**config.mk**
```make
export PLATFORM = sky130hd
export DESIGN_NAME = vexec_stage_flat
export DESIGN_NICKNAME = d
export VERILOG_FILES = /design/src/rtl/vexec_pkg.sv /design/src/rtl/vexec_stage_if.sv /design/src/rtl/vexec_elem_alu.sv /design/src/rtl/vexec_stage.sv /design/src/flat_wrapper.sv
export SDC_FILE = /design/constraint.sdc
export NUM_CORES = 1
export LEC_CHECK = 0
export CAP_MARGIN = 20
export CORE_ASPECT_RATIO = 1.5
export CORE_MARGIN = 2
export CORE_UTILIZATION = 51
export DETAILED_ROUTE_END_ITERATION = 8
export PLACE_DENSITY = 0.77
export SKIP_LAST_GASP = 1
export SYNTH_ARGS = -nofsm -noshare
export SYNTH_HDL_FRONTEND = slang
export SYNTH_SLANG_ARGS = --single-unit
export TNS_END_PERCENT = 20
```
**constraint.sdc**
```tcl
create_clock -name clk_i -period 3.7 [get_ports clk_i]
set_input_delay 0.74 -clock clk_i [delete_from_list [all_inputs] [get_ports clk_i]]
set_output_delay 0.74 -clock clk_i [all_outputs]
set_load 0.1 [all_outputs]
```
**src/rtl/vexec_pkg.sv**
```systemverilog
// Shared types for the vector execute stage: opcodes, condition codes,
// flag bit positions, FSM states and the condition evaluation helper.
package vexec_pkg;

  typedef enum logic [2:0] {
    OP_ADD  = 3'd0,
    OP_SUB  = 3'd1,
    OP_AND  = 3'd2,
    OP_OR   = 3'd3,
    OP_XOR  = 3'd4,
    OP_SHL  = 3'd5,
    OP_ROR  = 3'd6,
    OP_SWAP = 3'd7
  } op_e;

  typedef enum logic [1:0] {
    COND_AL = 2'd0,  // always
    COND_EQ = 2'd1,  // Z set
    COND_NE = 2'd2,  // Z clear
    COND_MI = 2'd3   // N set
  } cond_e;

  localparam int FLAG_N = 3;
  localparam int FLAG_Z = 2;
  localparam int FLAG_C = 1;
  localparam int FLAG_V = 0;

  typedef enum logic [1:0] {
    ST_IDLE = 2'd0,
    ST_RUN  = 2'd1,
    ST_HOLD = 2'd2
  } state_e;

  // True when an op issued under condition c should execute given flags f.
  function automatic logic cond_pass(cond_e c, logic [3:0] f);
    logic ok;
    case (c)
      COND_AL: ok = 1'b1;
      COND_EQ: ok = f[FLAG_Z];
      COND_NE: ok = !f[FLAG_Z];
      COND_MI: ok = f[FLAG_N];
      default: ok = 1'b1;
    endcase
    return ok;
  endfunction

endpackage

```
**src/rtl/vexec_stage_if.sv**
```systemverilog
// Bundle of the operand/op handshake and the result handshake of vexec_stage.
//
// Handshakes: a transfer happens on a rising edge where both valid and ready
// are high. The source holds valid and its payload steady until that edge;
// the sink may raise or drop ready freely. Upstream uses valid_i/ready_o,
// downstream uses valid_o/ready_i. flush_i is a plain level control.
interface vexec_stage_if #(
  parameter int REGI_SIZE = 16,
  parameter int ELEM_SIZE = 8,
  parameter int VECT_SIZE = 8
);
  logic                           flush_i;
  logic                           valid_i;
  logic                           ready_o;
  logic [2:0]                     opcode_i;
  logic [1:0]                     cond_i;
  logic                           imm_en_i;
  logic [7:0]                     imm_i;
  logic [REGI_SIZE-1:0]           int_rsa_i;
  logic [REGI_SIZE-1:0]           int_rsb_i;
  logic [ELEM_SIZE*VECT_SIZE-1:0] vec_rsa_i;
  logic [ELEM_SIZE*VECT_SIZE-1:0] vec_rsb_i;
  logic [2:0]                     swap_src_i;
  logic [2:0]                     swap_dst_i;
  logic                           valid_o;
  logic                           ready_i;
  logic [REGI_SIZE-1:0]           ialu_res_o;
  logic [ELEM_SIZE*VECT_SIZE-1:0] valu_res_o;
  logic [3:0]                     alu_flags_o;

  modport slave (
    input  flush_i, valid_i, opcode_i, cond_i, imm_en_i, imm_i,
           int_rsa_i, int_rsb_i, vec_rsa_i, vec_rsb_i,
           swap_src_i, swap_dst_i, ready_i,
    output ready_o, valid_o, ialu_res_o, valu_res_o, alu_flags_o
  );

  modport master (
    output flush_i, valid_i, opcode_i, cond_i, imm_en_i, imm_i,
           int_rsa_i, int_rsb_i, vec_rsa_i, vec_rsb_i,
           swap_src_i, swap_dst_i, ready_i,
    input  ready_o, valid_o, ialu_res_o, valu_res_o, alu_flags_o
  );
endinterface

```
**src/rtl/vexec_elem_alu.sv**
```systemverilog
// Combinational ALU for one operand pair of arbitrary width. Carry and
// overflow are only meaningful for ADD/SUB and read as 0 otherwise.
module vexec_elem_alu
  import vexec_pkg::*;
#(
  parameter int WIDTH = 8
) (
  input  op_e              op_i,
  input  logic [WIDTH-1:0] a_i,
  input  logic [WIDTH-1:0] b_i,
  input  logic [2:0]       swap_src_i,
  input  logic [2:0]       swap_dst_i,
  output logic [WIDTH-1:0] res_o,
  output logic             carry_o,
  output logic             ovf_o
);
  localparam int SH_W = $clog2(WIDTH);

  logic [WIDTH:0]    sum_add;
  logic [WIDTH:0]    sum_sub;
  logic [SH_W-1:0]   sh;
  logic [SH_W-1:0]   src_idx;
  logic [SH_W-1:0]   dst_idx;

  assign sh      = b_i[SH_W-1:0];
  assign src_idx = SH_W'(swap_src_i);
  assign dst_idx = SH_W'(swap_dst_i);
  assign sum_add = {1'b0, a_i} + {1'b0, b_i};
  // a + ~b + 1: the top bit is the no-borrow indication.
  assign sum_sub = {1'b0, a_i} + {1'b0, ~b_i} + {{WIDTH{1'b0}}, 1'b1};

  // Opcode decode; pass a through by default.
  always_comb begin
    res_o   = a_i;
    carry_o = 1'b0;
    ovf_o   = 1'b0;
    case (op_i)
      OP_ADD: begin
        res_o   = sum_add[WIDTH-1:0];
        carry_o = sum_add[WIDTH];
        ovf_o   = (a_i[WIDTH-1] == b_i[WIDTH-1]) && (sum_add[WIDTH-1] != a_i[WIDTH-1]);
      end
      OP_SUB: begin
        res_o   = sum_sub[WIDTH-1:0];
        carry_o = sum_sub[WIDTH];
        ovf_o   = (a_i[WIDTH-1] != b_i[WIDTH-1]) && (sum_sub[WIDTH-1] != a_i[WIDTH-1]);
      end
      OP_AND:  res_o = a_i & b_i;
      OP_OR:   res_o = a_i | b_i;
      OP_XOR:  res_o = a_i ^ b_i;
      OP_SHL:  res_o = a_i << sh;
      OP_ROR:  res_o = (a_i >> sh) | (a_i << (WIDTH - int'(sh)));
      OP_SWAP: begin
        res_o          = a_i;
        res_o[src_idx] = a_i[dst_idx];
        res_o[dst_idx] = a_i[src_idx];
      end
      default: res_o = a_i;
    endcase
  end
endmodule

```
**src/rtl/vexec_stage.sv**
```systemverilog
// Multi-beat execute stage: latches an op, runs VECT_LANES vector elements
// per beat (integer result on beat 0), updates NZCV on the last beat and
// holds the result until the memory stage takes it.
module vexec_stage
  import vexec_pkg::*;
#(
  parameter int REGI_SIZE  = 16,
  parameter int ELEM_SIZE  = 8,
  parameter int VECT_SIZE  = 8,
  parameter int VECT_LANES = 2
) (
  input  logic          clk_i,
  input  logic          rst_i,
  vexec_stage_if.slave  bus,
  output state_e        state_o
);
  localparam int BEATS = VECT_SIZE / VECT_LANES;
  localparam int CNT_W = (BEATS > 1) ? $clog2(BEATS) : 1;
  localparam int VW    = ELEM_SIZE * VECT_SIZE;

  state_e               state_q, state_d;
  logic [CNT_W-1:0]     cnt_q;
  op_e                  op_q;
  logic                 cond_ok_q;
  logic [REGI_SIZE-1:0] int_a_q, int_b_q;
  logic [VW-1:0]        vec_a_q, vec_b_q;
  logic [2:0]           swap_src_q, swap_dst_q;
  logic [REGI_SIZE-1:0] int_res_q;
  logic [VW-1:0]        vec_res_q;
  logic [3:0]           flags_q;

  logic                 accept;
  logic                 last_beat;
  logic [ELEM_SIZE-1:0] imm_elem;
  logic [REGI_SIZE-1:0] ialu_res;
  logic                 ialu_carry, ialu_ovf;
  logic [ELEM_SIZE-1:0] lane_a   [VECT_LANES];
  logic [ELEM_SIZE-1:0] lane_b   [VECT_LANES];
  logic [ELEM_SIZE-1:0] lane_res [VECT_LANES];
  logic [VECT_LANES-1:0] lane_unused_c, lane_unused_v;

  assign accept    = (state_q == ST_IDLE) && bus.valid_i && !bus.flush_i;
  assign last_beat = (cnt_q == CNT_W'(BEATS - 1));
  assign imm_elem  = ELEM_SIZE'(bus.imm_i);

  assign bus.ready_o     = (state_q == ST_IDLE);
  assign bus.valid_o     = (state_q == ST_HOLD);
  assign bus.ialu_res_o  = int_res_q;
  assign bus.valu_res_o  = vec_res_q;
  assign bus.alu_flags_o = flags_q;
  assign state_o         = state_q;

  // State register; reset wins over everything.
  always_ff @(posedge clk_i) begin
    if (rst_i) state_q <= ST_IDLE;
    else       state_q <= state_d;
  end

  // Next state: flush returns to IDLE from anywhere and blocks acceptance.
  always_comb begin
    state_d = state_q;
    case (state_q)
      ST_IDLE: if (!bus.flush_i && bus.valid_i) state_d = ST_RUN;
      ST_RUN:  begin
        if (bus.flush_i)    state_d = ST_IDLE;
        else if (last_beat) state_d = ST_HOLD;
      end
      ST_HOLD: if (bus.flush_i || bus.ready_i) state_d = ST_IDLE;
      default: state_d = ST_IDLE;
    endcase
  end

  vexec_elem_alu #(.WIDTH(REGI_SIZE)) u_int_alu (
    .op_i       (op_q),
    .a_i        (int_a_q),
    .b_i        (int_b_q),
    .swap_src_i (swap_src_q),
    .swap_dst_i (swap_dst_q),
    .res_o      (ialu_res),
    .carry_o    (ialu_carry),
    .ovf_o      (ialu_ovf)
  );

  for (genvar g = 0; g < VECT_LANES; g++) begin : g_lane
    assign lane_a[g] = vec_a_q[(int'(cnt_q) * VECT_LANES + g) * ELEM_SIZE +: ELEM_SIZE];
    assign lane_b[g] = vec_b_q[(int'(cnt_q) * VECT_LANES + g) * ELEM_SIZE +: ELEM_SIZE];

    vexec_elem_alu #(.WIDTH(ELEM_SIZE)) u_lane_alu (
      .op_i       (op_q),
      .a_i        (lane_a[g]),
      .b_i        (lane_b[g]),
      .swap_src_i (swap_src_q),
      .swap_dst_i (swap_dst_q),
      .res_o      (lane_res[g]),
      .carry_o    (lane_unused_c[g]),
      .ovf_o      (lane_unused_v[g])
    );
  end

  // Operand latch, beat-wise result write-back and flag update. A failed
  // condition writes the a operands back so beat timing is unchanged.
  always_ff @(posedge clk_i) begin
    if (rst_i) begin
      cnt_q      <= '0;
      op_q       <= OP_ADD;
      cond_ok_q  <= 1'b0;
      int_a_q    <= '0;
      int_b_q    <= '0;
      vec_a_q    <= '0;
      vec_b_q    <= '0;
      swap_src_q <= '0;
      swap_dst_q <= '0;
      int_res_q  <= '0;
      vec_res_q  <= '0;
      flags_q    <= '0;
    end else if (!bus.flush_i) begin
      if (accept) begin
        cnt_q      <= '0;
        op_q       <= op_e'(bus.opcode_i);
        cond_ok_q  <= cond_pass(cond_e'(bus.cond_i), flags_q);
        int_a_q    <= bus.int_rsa_i;
        int_b_q    <= bus.imm_en_i ? REGI_SIZE'(bus.imm_i) : bus.int_rsb_i;
        vec_a_q    <= bus.vec_rsa_i;
        vec_b_q    <= bus.imm_en_i ? {VECT_SIZE{imm_elem}} : bus.vec_rsb_i;
        swap_src_q <= bus.swap_src_i;
        swap_dst_q <= bus.swap_dst_i;
      end else if (state_q == ST_RUN) begin
        for (int l = 0; l < VECT_LANES; l++) begin
          vec_res_q[(int'(cnt_q) * VECT_LANES + l) * ELEM_SIZE +: ELEM_SIZE] <=
            cond_ok_q ? lane_res[l] : lane_a[l];
        end
        if (cnt_q == '0) int_res_q <= cond_ok_q ? ialu_res : int_a_q;
        if (last_beat) begin
          cnt_q <= '0;
          if (cond_ok_q) begin
            flags_q[FLAG_N] <= ialu_res[REGI_SIZE-1];
            flags_q[FLAG_Z] <= (ialu_res == '0);
            flags_q[FLAG_C] <= ialu_carry;
            flags_q[FLAG_V] <= ialu_ovf;
          end
        end else begin
          cnt_q <= cnt_q + 1'b1;
        end
      end
    end
  end
endmodule

```
**src/flat_wrapper.sv**
```systemverilog
// flat-port wrapper written by rule: the top's interface ports become plain ports
module vexec_stage_flat import vexec_pkg::*;
#(
  parameter int REGI_SIZE  = 16,
  parameter int ELEM_SIZE  = 8,
  parameter int VECT_SIZE  = 8,
  parameter int VECT_LANES = 2
)
  (clk_i, rst_i, state_o, bus_flush_i, bus_valid_i, bus_opcode_i, bus_cond_i, bus_imm_en_i, bus_imm_i, bus_int_rsa_i, bus_int_rsb_i, bus_vec_rsa_i, bus_vec_rsb_i, bus_swap_src_i, bus_swap_dst_i, bus_ready_i, bus_ready_o, bus_valid_o, bus_ialu_res_o, bus_valu_res_o, bus_alu_flags_o);
  vexec_stage_if #(.REGI_SIZE(REGI_SIZE), .ELEM_SIZE(ELEM_SIZE), .VECT_SIZE(VECT_SIZE)) bus_i ();
  input  logic clk_i;
  input  logic rst_i;
  output state_e state_o;
  input wire logic [$bits(bus_i.flush_i)-1:0] bus_flush_i;
  input wire logic [$bits(bus_i.valid_i)-1:0] bus_valid_i;
  input wire logic [$bits(bus_i.opcode_i)-1:0] bus_opcode_i;
  input wire logic [$bits(bus_i.cond_i)-1:0] bus_cond_i;
  input wire logic [$bits(bus_i.imm_en_i)-1:0] bus_imm_en_i;
  input wire logic [$bits(bus_i.imm_i)-1:0] bus_imm_i;
  input wire logic [$bits(bus_i.int_rsa_i)-1:0] bus_int_rsa_i;
  input wire logic [$bits(bus_i.int_rsb_i)-1:0] bus_int_rsb_i;
  input wire logic [$bits(bus_i.vec_rsa_i)-1:0] bus_vec_rsa_i;
  input wire logic [$bits(bus_i.vec_rsb_i)-1:0] bus_vec_rsb_i;
  input wire logic [$bits(bus_i.swap_src_i)-1:0] bus_swap_src_i;
  input wire logic [$bits(bus_i.swap_dst_i)-1:0] bus_swap_dst_i;
  input wire logic [$bits(bus_i.ready_i)-1:0] bus_ready_i;
  output wire logic [$bits(bus_i.ready_o)-1:0] bus_ready_o;
  output wire logic [$bits(bus_i.valid_o)-1:0] bus_valid_o;
  output wire logic [$bits(bus_i.ialu_res_o)-1:0] bus_ialu_res_o;
  output wire logic [$bits(bus_i.valu_res_o)-1:0] bus_valu_res_o;
  output wire logic [$bits(bus_i.alu_flags_o)-1:0] bus_alu_flags_o;
  assign bus_i.flush_i = bus_flush_i;
  assign bus_i.valid_i = bus_valid_i;
  assign bus_i.opcode_i = bus_opcode_i;
  assign bus_i.cond_i = bus_cond_i;
  assign bus_i.imm_en_i = bus_imm_en_i;
  assign bus_i.imm_i = bus_imm_i;
  assign bus_i.int_rsa_i = bus_int_rsa_i;
  assign bus_i.int_rsb_i = bus_int_rsb_i;
  assign bus_i.vec_rsa_i = bus_vec_rsa_i;
  assign bus_i.vec_rsb_i = bus_vec_rsb_i;
  assign bus_i.swap_src_i = bus_swap_src_i;
  assign bus_i.swap_dst_i = bus_swap_dst_i;
  assign bus_i.ready_i = bus_ready_i;
  assign bus_ready_o = bus_i.ready_o;
  assign bus_valid_o = bus_i.valid_o;
  assign bus_ialu_res_o = bus_i.ialu_res_o;
  assign bus_valu_res_o = bus_i.valu_res_o;
  assign bus_alu_flags_o = bus_i.alu_flags_o;
  vexec_stage #(.REGI_SIZE(REGI_SIZE), .ELEM_SIZE(ELEM_SIZE), .VECT_SIZE(VECT_SIZE), .VECT_LANES(VECT_LANES)) u_core (.clk_i(clk_i), .rst_i(rst_i), .bus(bus_i), .state_o(state_o));
endmodule
```
==> flow_metrics.py, run 1 <==
metrics = {
    "synth": {
        "postSynthNetCount": 2855,
        "synth.yosys.seq_area_share_pct": 26.3,
        "synth-warning-count": 0,
        "netlist_instances": 2555,
        "ys_types": 82,
        "synth_async_sr_flop_share_pct": 0,
        "syn_area_um2": 19700,
        "synth_edf_count": 0,
        "synth_flop_cell": "dfxtp_1",
        "ys_seq_elements": 258,
        "syn_area_per_cell_um2": 7.70,
    },
    "layout": {
        "multi_input_area_um2": 13400,
        "fin_nets": 3234,
        "final_cells": 3449,
        "layout-drive-gt1-share_pct": 16.3,
        "final.fill_count": 3080,
        "post-route-util_pct": 66.8,
        "seqCellArea_um2": 5180,
        "area_growth_pct": 29.8,
    },
    "power_and_ir_drop": {
        "leakagePower_uw": 0.00951,
        "power_frac_clock_pct": 31.8,
        "intPower_uw": 5410,
        "cellPowerDensity_nw_per_um2": 325,
        "worst_ir_drop_vdd_mv": 0.416,
        "combinationalPowerShare_pct": 32.2,
        "p_sw_share_pct": 34.7,
        "seq_power_share_pct": 36.0,
        "power.net_switching_uw": 2880,
    },
    "worst_setup_path": {
        "critPathBufInv": 6,
        "worstPathMaxFanout": 4,
        "worstSetupEndpointType": "flop",
        "slowest_delay_ps": 450,
        "start_kind": "flop",
        "crit_family": "compound AO/OA/AOI/OAI gates",
        "cp.required_ps": 4210,
        "worstSetupPathType": "flop to flop",
        "crit_chain": "clkinvlp_4 > buf_4 > o21ai_0 > a31oi_1 > a2111oi_0 > buf_1 > a2111oi_1 > buf_4 > o21ai_0 > buf_4 > nor4_1 > buf_4 > nand4_1 > or4_1 > o21ai_1",
        "cpMostUsedCell": "buf_4",
        "slowest_stage": "a2111oi_1",
        "r2r_setup_slack_ps": -120,
        "worst_ep_arrival_time_ps": 4330,
    },
    "drt": {
        "drtPass1Iterations": 8,
        "drt_iter0_markers": 2350,
        "drtAntennaViolNets": 0,
        "num_vias": 22790,
        "routed_wl_um": 93300,
        "drc": 0,
        "vias_per_cell": 6.61,
        "avgRoutedWirePerCell_um": 27.0,
    },
    "timing": {
        "fmax_mhz": 262,
        "setup_slack_ps": -117,
        "min_period_ps": 3820,
        "slew_violations": 0,
        "hold_violations": 0,
        "worst_pin_slew_ps": 1180,
        "relSlewSlack_pct": 21.0,
        "setup_violations": 6,
        "hold_ws_ps": 450,
        "fin_crit_sh_pct": 103,
        "grt_setup_unrepaired": "true",
        "finClkSkew_ps": 23.5,
    },
    "clock_tree": {
        "cts_buffers": 25,
        "clock-sinks": 258,
        "cts_tree": "done",
        "hold_buffers": 0,
        "h-tree-depth": 1,
        "cts-root-buf": "clkbuf_16",
        "cts_buffer_depth": 3,
        "clk_latency_ps": 580,
        "path_clk_slew_ps": 70,
    },
    "die": {
        "pin_count": 273,
        "core_area_um2": 38200,
        "die_h_um": 245,
        "start_util_pct": 51.5,
        "die_w_um": 164,
        "die_area_um2": 40200,
        "rows": 88,
    },
    "min_path": {
        "min_path_type": "flop to flop",
    },
    "placement": {
        "place.gp.congestion": 1.13,
        "dpl.cell_count": 3385,
        "io_buffers": 272,
        "post-dp-hpwl_um": 69400,
    },
    "grt": {
        "grt_max_degree": 148,
        "grt_util_all_layers_pct": 45.6,
        "grt_antenna_before_repair": 11,
        "grt_pass1_wl_um": 136000,
        "grt_pass1_vias": 22749,
        "globalRouteOverflowTotal": 0,
    },
    "status": {
        "status": "complete, but fails checks",
        "violations": "setup timing",
    },
    "job": {
        "drv_cap": 0,
    },
}
## tightest hold or removal path: stages, from the launching register on
cell	delay (ps)
dfxtp_1	310
nand2_1	50
a21oi_1	50
## kinds of logic (layout without fill, tap and decap cells)
kind of cell / count (synthesis) / in the layout / share of synthesized area (%)
other: 0 / 4 / 0
buffers and inverters: 333 / 728 / 6.64
flip-flops: 258 / 258 / 26.3
AND/OR/NAND/NOR: 800 / 800 / 17.7
XOR/XNOR: 35 / 35 / 1.60
AO/OA/AOI/OAI: 847 / 847 / 27.6
multiplexers: 166 / 166 / 12.6
adder cells (fa/ha/maj): 116 / 116 / 7.60
## layout by cell type, fill, tap and decap left out, types with 20 or more instances in the layout
| cell | count |
|---|---|
| nand2_1 | 358 |
| a22oi_1 | 21 |
| o22ai_1 | 20 |
| o21ai_0 | 124 |
| nand3_1 | 52 |
| clkdlybuf4s50_1 | 270 |
| o211ai_1 | 44 |
| a211oi_1 | 117 |
| clkbuf_16 | 25 |
| xnor2_1 | 23 |
| ha_1 | 108 |
| inv_1 | 105 |
| nor3_1 | 31 |
| mux2i_1 | 73 |
| dfxtp_1 | 253 |
| mux2_2 | 26 |
| mux4_2 | 62 |
| o221ai_1 | 28 |
| a21oi_1 | 307 |
| buf_4 | 283 |
| nor2_1 | 235 |
## flip-flops by register name, summed over array words and instances, names as in the netlist, 4 cells and up
| register | count |
|---|---|
| u_core.bus.alu_flags_o | 4 |
| u_core.int_b_q | 16 |
| u_core.vec_b_q | 64 |
| u_core.int_a_q | 16 |
| u_core.bus.valu_res_o | 64 |
| u_core.bus.ialu_res_o | 16 |
| u_core.vec_a_q | 64 |
## cells in the mapped netlist, drive strengths merged, types with 23 or more instances
library cell,instances,share of area (%)
nand2,358,6.8
a21oi,309,7.9
dfxtp,258,26
nor2,235,4.5
clkbuf,163,3.1
o21ai,131,3.3
a211oi,119,4.5
inv,110,2.1
ha,109,6.9
mux2i,78,4.0
mux4,62,7.1
buf,56,1.4
nand3,52,1.3
o211ai,44,1.7
nor3,37,0.97
o221ai,28,1.2
mux2,26,1.5
a22oi,23,0.88
xnor2,23,1.0
## final timing paths
| check | from | end | cells after the start |
|---|---|---|---|
| setup / recovery | u_core.int_a_q[15]$_SDFFE_PP0P_ | u_core.bus.alu_flags_o[2]$_SDFFE_PP0P_ | 15 |
| hold / removal | u_core.vec_a_q[56]$_SDFFE_PP0P_ | u_core.vec_a_q[56]$_SDFFE_PP0P_ | 2 |
| setup reg to reg | u_core.int_a_q[15]$_SDFFE_PP0P_ | u_core.bus.alu_flags_o[2]$_SDFFE_PP0P_ | 15 |
| hold reg to reg | u_core.vec_a_q[56]$_SDFFE_PP0P_ | u_core.vec_a_q[56]$_SDFFE_PP0P_ | 2 |
## layer usage
metal / vias up / wire, µm / track usage [%]
met2: 1368 / 44600 / 76.3
li1: 10040 / - / -
met3: 608 / 8550 / 14.1
met4: 16 / 11100 / 45.1
met5: - / 142 / 0.758
met1: 10758 / 28900 / 42.8
## through the flow
stage | TNS, ps | power [µW] | cell area, µm² | setup slack (ps)
4_1_cts | -187 | 8120 | 25200 | -60.3
3_5_place_dp | -926 | 5530 | 24400 | -178
3_3_place_gp | -944 | 5490 | 24400 | -190
5_1_grt | -2410 | 8510 | 25500 | -198
2_1_floorplan | -179 | 4460 | 19700 | -102
6_report | -203 | 8290 | 25500 | -117
## power groups by stage
stage	sequential (µW)	combinational [µW]	clock [µW]
after floorplan	3060	1400	0
after global placement	3030	2460	0
after detailed placement	3040	2490	0
after CTS	2980	2510	2630
after global routing	2990	2810	2710
final	2980	2670	2630
## final cells by class
class                   instances  area share, %
clock inverters                13          0.534
clock buffers                  30           2.60
multi-input cells            1964           52.4
well taps                     495           2.43
inverters                     114           1.72
flip-flops and latches        258           20.3
repair buffers                571           20.0
diodes                          4         0.0392
## timing repair
action,CTS,global route
pin swaps,1,4
resized for setup,5,34
endpoints found under the setup margin,14,48
setup buffers,0,13
Note: power is estimated with default switching activity, not from simulation.
==> run 2, diff against run 1 <==
- ABC_CLOCK_PERIOD_IN_PS: unset -> 3700
==> results of run 2 <==
The final DEF is identical to that of run 1; final timing and power are the same.
